## config.mk

```make
export PLATFORM = sky130hd
export DESIGN_NAME = mem_access_stage
export DESIGN_NICKNAME = d
export VERILOG_FILES = /design/src/rtl/mem_access_stage_pkg.sv /design/src/rtl/mem_access_stage_load_store_align.sv /design/src/rtl/mem_access_stage.sv
export SDC_FILE = /design/constraint.sdc
export NUM_CORES = 1
export LEC_CHECK = 0
export CAP_MARGIN = 20
export CORE_AREA = 2 2 99 101
export DETAILED_ROUTE_END_ITERATION = 12
export DIE_AREA = 0 0 101 103
export PLACE_DENSITY = 0.81
export SLEW_MARGIN = 30
export SYNTH_ARGS = -nofsm -noshare
export SYNTH_HDL_FRONTEND = slang
export SYNTH_SLANG_ARGS = --single-unit
```

## constraint.sdc

```tcl
create_clock -name clk -period 2.9 [get_ports clk]
set_input_delay 0.58 -clock clk [delete_from_list [all_inputs] [get_ports clk]]
set_output_delay 0.58 -clock clk [all_outputs]
set_load 0.05 [all_outputs]
```

## src/rtl/mem_access_stage_pkg.sv

```systemverilog
// Shared pipeline definitions for the memory-access stage: funct3 width codes,
// the mem state enum and the EX/MEM and MEM/WB flow payloads.
package mem_access_stage_pkg;

  localparam int unsigned XLEN_W     = 32;
  localparam int unsigned ADDR_BITS  = 32;
  localparam int unsigned REG_ADDR_W = 5;
  localparam int unsigned FUNCT3_W   = 3;

  localparam logic [FUNCT3_W-1:0] F3_B  = 3'b000;
  localparam logic [FUNCT3_W-1:0] F3_H  = 3'b001;
  localparam logic [FUNCT3_W-1:0] F3_W  = 3'b010;
  localparam logic [FUNCT3_W-1:0] F3_BU = 3'b100;
  localparam logic [FUNCT3_W-1:0] F3_HU = 3'b101;

  typedef enum logic [1:0] {
    ST_IDLE  = 2'd0,
    ST_REQ   = 2'd1,
    ST_RESP  = 2'd2,
    ST_DRAIN = 2'd3
  } mem_state_e;

  typedef struct packed {
    logic                  valid;
    logic                  mem_read;
    logic                  mem_write;
    logic [FUNCT3_W-1:0]   funct3;
    logic [ADDR_BITS-1:0]  addr;
    logic [XLEN_W-1:0]     store_data;
    logic                  reg_write;
    logic [REG_ADDR_W-1:0] rd;
    logic [XLEN_W-1:0]     alu_result;
  } ex_mem_t;

  typedef struct packed {
    logic                  valid;
    logic                  reg_write;
    logic [REG_ADDR_W-1:0] rd;
    logic [XLEN_W-1:0]     wb_data;
    logic                  misaligned;
  } mem_wb_t;

  // Halfwords must be 2-byte aligned, words 4-byte aligned.
  function automatic logic is_misaligned(input logic [FUNCT3_W-1:0] f3,
                                         input logic [1:0] lo);
    case (f3)
      F3_H, F3_HU: is_misaligned = lo[0];
      F3_W:        is_misaligned = (lo != 2'b00);
      default:     is_misaligned = 1'b0;
    endcase
  endfunction

endpackage

```

## src/rtl/mem_access_stage_load_store_align.sv

```systemverilog
// Byte-lane alignment: store strobes/lane replication and load extraction
// with sign or zero extension.
module load_store_align
  import mem_access_stage_pkg::*;
#(
  parameter int unsigned XLEN = 32
) (
  input  logic [FUNCT3_W-1:0] funct3,
  input  logic [1:0]          addr_lo,
  input  logic [XLEN-1:0]     store_data,
  input  logic [XLEN-1:0]     rdata,
  output logic [3:0]          wstrb,
  output logic [XLEN-1:0]     wdata,
  output logic [XLEN-1:0]     load_data
);

  logic [7:0]  byte_sel;
  logic [15:0] half_sel;

  assign byte_sel = rdata[{addr_lo, 3'b000} +: 8];
  assign half_sel = rdata[{addr_lo[1], 4'b0000} +: 16];

  // Store side keys on the size bits only; sign bit is meaningless for stores.
  always_comb begin
    wstrb = 4'b1111;
    wdata = store_data;
    case (funct3[1:0])
      2'b00: begin
        wstrb = 4'b0001 << addr_lo;
        wdata = {4{store_data[7:0]}};
      end
      2'b01: begin
        wstrb = 4'b0011 << {addr_lo[1], 1'b0};
        wdata = {2{store_data[15:0]}};
      end
      default: ;
    endcase
  end

  always_comb begin
    load_data = rdata;
    case (funct3)
      F3_B:    load_data = {{(XLEN-8){byte_sel[7]}}, byte_sel};
      F3_BU:   load_data = {{(XLEN-8){1'b0}}, byte_sel};
      F3_H:    load_data = {{(XLEN-16){half_sel[15]}}, half_sel};
      F3_HU:   load_data = {{(XLEN-16){1'b0}}, half_sel};
      default: load_data = rdata;
    endcase
  end

endmodule

```

## src/rtl/mem_access_stage.sv

```systemverilog
// Memory-access pipeline stage: issues loads/stores over a ready/valid data
// port, formats load results and stalls upstream while an access is open.
module mem_access_stage
  import mem_access_stage_pkg::*;
#(
  parameter int unsigned XLEN   = 32,
  parameter int unsigned ADDR_W = 32
) (
  input  logic              clk,
  input  logic              reset,
  input  logic              kill,
  input  logic              in_valid,
  input  logic              in_mem_read,
  input  logic              in_mem_write,
  input  logic [2:0]        in_funct3,
  input  logic [ADDR_W-1:0] in_addr,
  input  logic [XLEN-1:0]   in_store_data,
  input  logic              in_reg_write,
  input  logic [4:0]        in_rd,
  input  logic [XLEN-1:0]   in_alu_result,
  output logic              mem_stall,
  output logic              out_valid,
  output logic              out_reg_write,
  output logic [4:0]        out_rd,
  output logic [XLEN-1:0]   out_wb_data,
  output logic              out_misaligned,
  output logic              dmem_req,
  output logic              dmem_we,
  output logic [ADDR_W-1:0] dmem_addr,
  output logic [3:0]        dmem_wstrb,
  output logic [XLEN-1:0]   dmem_wdata,
  input  logic              dmem_ready,
  input  logic              dmem_rvalid,
  input  logic [XLEN-1:0]   dmem_rdata
);

  mem_state_e      state_q, state_d;
  mem_wb_t         wb;
  logic            is_mem, misaligned, mem_op, from_mem;
  logic [3:0]      strb;
  logic [XLEN-1:0] load_data;

  assign is_mem     = in_valid & (in_mem_read | in_mem_write);
  assign misaligned = is_mem & is_misaligned(in_funct3, in_addr[1:0]);
  assign mem_op     = is_mem & ~misaligned & ~kill;

  load_store_align #(.XLEN(XLEN)) u_align (
    .funct3     (in_funct3),
    .addr_lo    (in_addr[1:0]),
    .store_data (in_store_data),
    .rdata      (dmem_rdata),
    .wstrb      (strb),
    .wdata      (dmem_wdata),
    .load_data  (load_data)
  );

  // EX/MEM holds the request fields stable under stall.
  assign dmem_we    = in_mem_write;
  assign dmem_addr  = {in_addr[ADDR_W-1:2], 2'b00};
  assign dmem_wstrb = in_mem_write ? strb : 4'b0000;

  always_ff @(posedge clk or posedge reset) begin
    if (reset) state_q <= ST_IDLE;
    else       state_q <= state_d;
  end

  always_comb begin
    state_d       = state_q;
    dmem_req      = 1'b0;
    mem_stall     = 1'b0;
    from_mem      = 1'b0;
    wb.valid      = 1'b0;
    wb.misaligned = 1'b0;
    case (state_q)
      ST_IDLE, ST_REQ: begin
        dmem_req = mem_op;
        if (mem_op) begin
          if (dmem_ready && in_mem_write) begin
            state_d  = ST_IDLE;
            wb.valid = 1'b1;
          end else begin
            state_d   = dmem_ready ? ST_RESP : ST_REQ;
            mem_stall = 1'b1;
          end
        end else begin
          state_d       = ST_IDLE;
          wb.valid      = in_valid & ~kill;
          wb.misaligned = misaligned & ~kill;
        end
      end
      ST_RESP: begin
        from_mem  = 1'b1;
        mem_stall = ~dmem_rvalid;
        if (dmem_rvalid)  state_d = ST_IDLE;
        else if (kill)    state_d = ST_DRAIN;
        wb.valid = dmem_rvalid & ~kill;
      end
      ST_DRAIN: begin
        // Hold the pipeline until the orphaned response has been swallowed.
        mem_stall = 1'b1;
        if (dmem_rvalid) state_d = ST_IDLE;
      end
      default: state_d = ST_IDLE;
    endcase
    if (reset) begin
      state_d       = ST_IDLE;
      dmem_req      = 1'b0;
      mem_stall     = 1'b0;
      wb.valid      = 1'b0;
      wb.misaligned = 1'b0;
    end
    wb.reg_write = wb.valid & in_reg_write & ~wb.misaligned;
    wb.rd        = in_rd;
    wb.wb_data   = from_mem ? load_data : in_alu_result;
  end

  assign out_valid      = wb.valid;
  assign out_reg_write  = wb.reg_write;
  assign out_rd         = wb.rd;
  assign out_wb_data    = wb.wb_data;
  assign out_misaligned = wb.misaligned;

endmodule

```

After elaboration in Yosys (flattened, before gate mapping)

Index checks and enable logic that the tools add are counted.

Bits of input ports: 145
Register bits after elaboration: 2
Output and inout bits: 111

Equality and inequality tests: 10
Muxes and demuxes: 28
Shifts and indexed selects: 4
Bitwise gates (word level): 14
Reduce and logical (&&, ||, !) cells: 8

Operators with widths:

| operator                                                              | count |
|---|---|
| 32-bit one-hot mux with 4 select lines                                | 1 |
| 32-bit one-hot mux with 2 select lines                                | 1 |
| 32-bit two-way mux                                                    | 1 |
| 32-bit by 6-bit indexed part select with 16-bit output                | 1 |
| 32-bit by 6-bit indexed part select with 8-bit output                 | 1 |
| 2-bit two-way mux                                                     | 7 |
| 1-bit two-way mux                                                     | 12 |
| 1-bit bitwise AND                                                     | 9 |
| 4-bit one-hot mux with 2 select lines                                 | 1 |
| 3-bit equality test, second input constant                            | 2 |
| 2-bit one-hot mux with 3 select lines                                 | 1 |
| 2-bit by 1-bit equality test with 1-bit output, second input constant | 2 |
| 2-bit equality test, second input constant                            | 2 |
| 2-bit logical NOT                                                     | 2 |
| 4-bit two-way mux                                                     | 1 |
| 4-bit inequality test, second input constant                          | 1 |
| 1-bit NOT                                                             | 4 |
| 1-bit one-hot mux with 2 select lines                                 | 2 |
| 2-bit OR reduction                                                    | 2 |
| 1-bit by 2-bit << shifter with 4-bit output, first input constant     | 1 |
| 2-bit by 2-bit << shifter with 4-bit output, first input constant     | 1 |
| 3-bit by 1-bit equality test with 1-bit output, second input constant | 1 |
| 3-bit by 2-bit equality test with 1-bit output, second input constant | 1 |
| 3-bit logical NOT                                                     | 1 |
| 6 further kinds                                                       | 6 |

Longest topological paths before layout

Depth in word-level cells: 12
Gate-level depth with buffers: 6

Modules after synthesis

A second synthesis with hierarchy kept.

Cells, all modules: 283
Area, all modules: 2222.1 um2

By module, submodules not included:

| module           | cells an instance | instances | seq. area each (um2) | area each (um2) |
|---|---|---|---|---|
| load_store_align | 171               | 1         | 0.0                  | 1271.2 |
| mem_access_stage | 112               | 1         | 50.0                 | 950.9 |

Worst setup path after synthesis

Ideal clock, no wire load.

Path kind: input to output
Start: input port in_mem_write
End: output port out_reg_write
Arrival time: 2.987 ns
Stages: 4
Buffers on the path: 1
Setup slack: -0.667 ns
Cells stage by stage: clkbuf_1 o211ai_1 nor4_1 and3b_1

Cells in the longest elaborated chain, start to end: 11
Elaborated cells on any way between the ends: 18

RTL lines:

| what                            | RTL line                | text |
|---|---|---|
| start: declaration              | mem_access_stage.sv:14  | `input logic in_mem_write,` |
| 1-bit bitwise OR (*)            | mem_access_stage.sv:43  | `assign is_mem = in_valid & (in_mem_read \| in_mem_write);` |
| 1-bit bitwise AND (*)           | mem_access_stage.sv:43  |  |
| 1-bit bitwise AND               | mem_access_stage.sv:44  | `assign misaligned = is_mem & is_misaligned(in_funct3, in_addr[1:0]);` |
| 1-bit NOT                       | mem_access_stage.sv:45  | `assign mem_op = is_mem & ~misaligned & ~kill;` |
| 1-bit bitwise AND (2 in series) | mem_access_stage.sv:45  |  |
| 1-bit two-way mux (*)           | mem_access_stage.sv:77  | `if (mem_op) begin` |
| 1-bit two-way mux (*)           | mem_access_stage.sv:74  | `case (state_q)` |
| 1-bit two-way mux (*)           | mem_access_stage.sv:105 | `if (reset) begin` |
| net out_misaligned              | mem_access_stage.sv:26  | `output logic out_misaligned,` |
| 1-bit NOT (*)                   | mem_access_stage.sv:112 | `wb.reg_write = wb.valid & in_reg_write & ~wb.misaligned;` |
| 1-bit bitwise AND (*)           | mem_access_stage.sv:112 |  |
| end: declaration                | mem_access_stage.sv:23  | `output logic out_reg_write,` |

The timed path passes the listed nets; every way through them passes the cells marked *.

Final worst setup path

Start: input port dmem_rdata[7]
End: output port out_wb_data[11]

Cells in the longest elaborated chain, start to end: 3

RTL lines:

| what                                                  | RTL line                                | text |
|---|---|---|
| start: declaration                                    | mem_access_stage.sv:34                  | `input logic [XLEN-1:0] dmem_rdata` |
| 32-bit by 6-bit indexed part select with 8-bit output | mem_access_stage_load_store_align.sv:20 | `assign byte_sel = rdata[{addr_lo, 3'b000} +: 8];` |
| 32-bit one-hot mux with 4 select lines                | mem_access_stage_load_store_align.sv:42 | `case (funct3)` |
| 32-bit two-way mux                                    | mem_access_stage.sv:114                 | `wb.wb_data = from_mem ? load_data : in_alu_result;` |
| end: declaration                                      | mem_access_stage.sv:25                  | `output logic [XLEN-1:0] out_wb_data,` |

No other way between the ends.

==> reports/qor.yml <==
timing:
  finalCriticalPeriod_ns: 2.82
  finalWorstSetupSlack_ns: 0.0764
  setup-violations-final: 0
  hold_violations: 0
  drv_slew: 0
  max_freq_mhz: 354
  clock_skew_ns: 0.00554
  worst_pin_slew_ns: 0.511
  period_share_pct: 97.4
  slew_headroom_pct: 65.8
  rsz0062_at_grt: "true"
global_route:
  grt_max_degree: 35
  track_usage_pct: 16.6
  antenna_found_initial: 0
  grt_pass1_wl_um: 13800
  grt_pass1_vias: 2658
  globalRoute.totalOverflow: 0
place:
  io_buffers: 183
  dp_cells: 544
  dp.final_hpwl_um: 7490
  dpl_worst_slack_ns: -0.160
  gp_congestion: 0.871
  dpl_cell_area_mm2: 0.00412
cts:
  cts.reportedPaths.clkPinSlew_ns: 0.03
  post_cts.repair.setup_buffers: 0
  cts_tree: "built"
  cts.sink_count: 2
  ctsHoldBuffers: 0
  root_buffer: "clkbuf_8"
  clk_path_buf_depth: 2
  cts_buffers: 3
  ctsHtreeMaxLevel: 1
  clk_latency_ns: 0.22
floorplan:
  die-width_um: 101
  die_h_um: 103
  fp-row-count: 36
  core_mm2: 0.00946
  die_area_mm2: 0.0104
  ios: 256
  start_util_pct: 20.2
final_layout:
  fill_cells: 910
  largest_register: "state_q"
  fin_nets: 581
  reg.largest.list: "state_q: 2 flops"
  area_delta_synth_final_pct: 121
  drive_gt1_share_pct: 30.0
  regArea_um2: 50.0
  largest_register_ffs: 2
  fin_cells: 548
  n_antenna_cell: 0
  fin_util_pct: 44.7
  fin_area_mm2: 0.00423
  multiInputGateArea_mm2: 0.00149
power:
  power_leakage_nw: 1.82
  ir_drop_mv: 0.143
  p_per_area_mw_per_mm2: 246
synthesis:
  synth-edff-count: 0
  synth_area_leaders: "buf_4, a21oi_1, mux2_2"
  synthCells: 290
  synth_area_per_cell_um2: 6.60
  syn_area_mm2: 0.00191
  synth_top_area_share_pct: 18.4
  synth_top_cell_by_area: "buf_4"
  yosys_warnings: 0
  async_reset_ff_share_pct: 100
  ys_top_cells_by_count: "a21oi_1, buf_4, nor2_1, mux2_2, mux2i_1"
  synthMostInstantiatedCell: "a21oi_1"
  ys_types: 41
  ys_seq_elements: 2
  yosysSeqAreaShare_pct: 2.62
  synth_flop_cell: "dfrtp_1"
hold_path:
  hold_path.class: "flop to flop"
setup_path:
  critPathMaxFanout: 7
  cp.arrival_ns: 2.24
  critical_path_class: "input port to primary output"
  crit_path_end_kind: "primary output"
  cp-start-kind: "input port"
  critPathRequiredTime_ns: 2.32
drt:
  ant_nets: 0
  finalWirelength_um: 9300
  wl_per_cell_um: 17.0
  vias: 2696
  dr.pass1.iters: 4
  drc_errors: 0
  avgViaCountPerCell: 4.92
  drtIter0Drc: 81
run_status:
  status: "completed"
job:
  drv_cap: 0
[timing repair]
| item | 4_1_cts | 5_1_grt |
|---|---|---|
| pin swaps | 2 | 3 |
| gates cloned | 0 | 1 |
| setup endpoints to repair | 26 | 24 |
| resized for setup | 6 | 10 |
[cells by family after synthesis]
logic type | synth area share [%]
flip-flops | 2.62
other | 0.196
buffers and inverters | 24.5
AO/OA/AOI/OAI | 35.0
multiplexers | 19.6
AND/OR/NAND/NOR | 18.2
[path summary, 6_finish.rpt]
path                       slack, ns  cells after the start               to          start
setup / recovery                0.08                      6  out_wb_data[11]  dmem_rdata[7]
hold / removal                  0.71                      4       state_q[0]     state_q[0]
setup reg to reg                1.86                      4       state_q[0]     state_q[1]
hold reg to reg                 0.71                      4       state_q[0]     state_q[0]
max in group asynchronous       2.02                      2       state_q[0]          reset
min in group asynchronous       0.74                      2       state_q[1]          reset
[metal layers]
metal  global-route usage (%)  part of all wire [%]  vias up  routed length [µm]
li1                         -                     -     1285                   -
met1                     20.5                    41     1249                3770
met2                     28.7                    49      132                4600
met3                     3.80                   7.6       30                 708
met4                     5.30                   2.4        0                 221
met5                        0                     0        -                   0
[per-stage QoR]
stage               total power (W)    TNS, ns  hold WS (ns)
floorplan                  0.000590    -0.0704         0.329
global placement           0.000905      -2.12         0.655
detailed placement         0.000916      -2.90         0.691
CTS                         0.00104          0         0.692
global route                0.00109  -0.000826         0.755
finish                      0.00104          0         0.708
[critical path, cell delays in order]
cell	delay, ns
clkdlybuf4s50_1	0.47
mux4_2	0.53
nand2_4	0.13
o21ai_4	0.11
o22a_1	0.26
buf_12	0.16
[where the power goes]
| part | total (W) | switching (W) | internal [W] |
|---|---|---|---|
| logic | 0.000897 | 0.000463 | 0.000433 |
| clock network | 0.000113 | 0.0000249 | 0.0000880 |
| registers | 0.0000298 | 0.00000113 | 0.0000287 |
[cells in the final DEF (no fill, tap or decap), types with 7 or more instances in the layout]
| cell type | instances |
|---|---|
| buf_12 | 51 |
| mux2i_1 | 16 |
| nand2_1 | 11 |
| mux2_2 | 17 |
| buf_4 | 39 |
| o21bai_1 | 7 |
| o22a_1 | 7 |
| nor2_1 | 39 |
| and3_1 | 7 |
| a21oi_1 | 52 |
| a22o_1 | 15 |
| clkdlybuf4s50_1 | 112 |
| o21ai_0 | 10 |
[cell type report]
cell class / count / share of cell area (%)
repair buffers: 208 / 58.9
flip-flops and latches: 2 / 1.18
inverters: 4 / 0.355
multi-input cells: 217 / 35.2
well taps: 114 / 3.37
clock buffers: 3 / 0.976
Note: power is estimated with default switching activity, not from simulation.
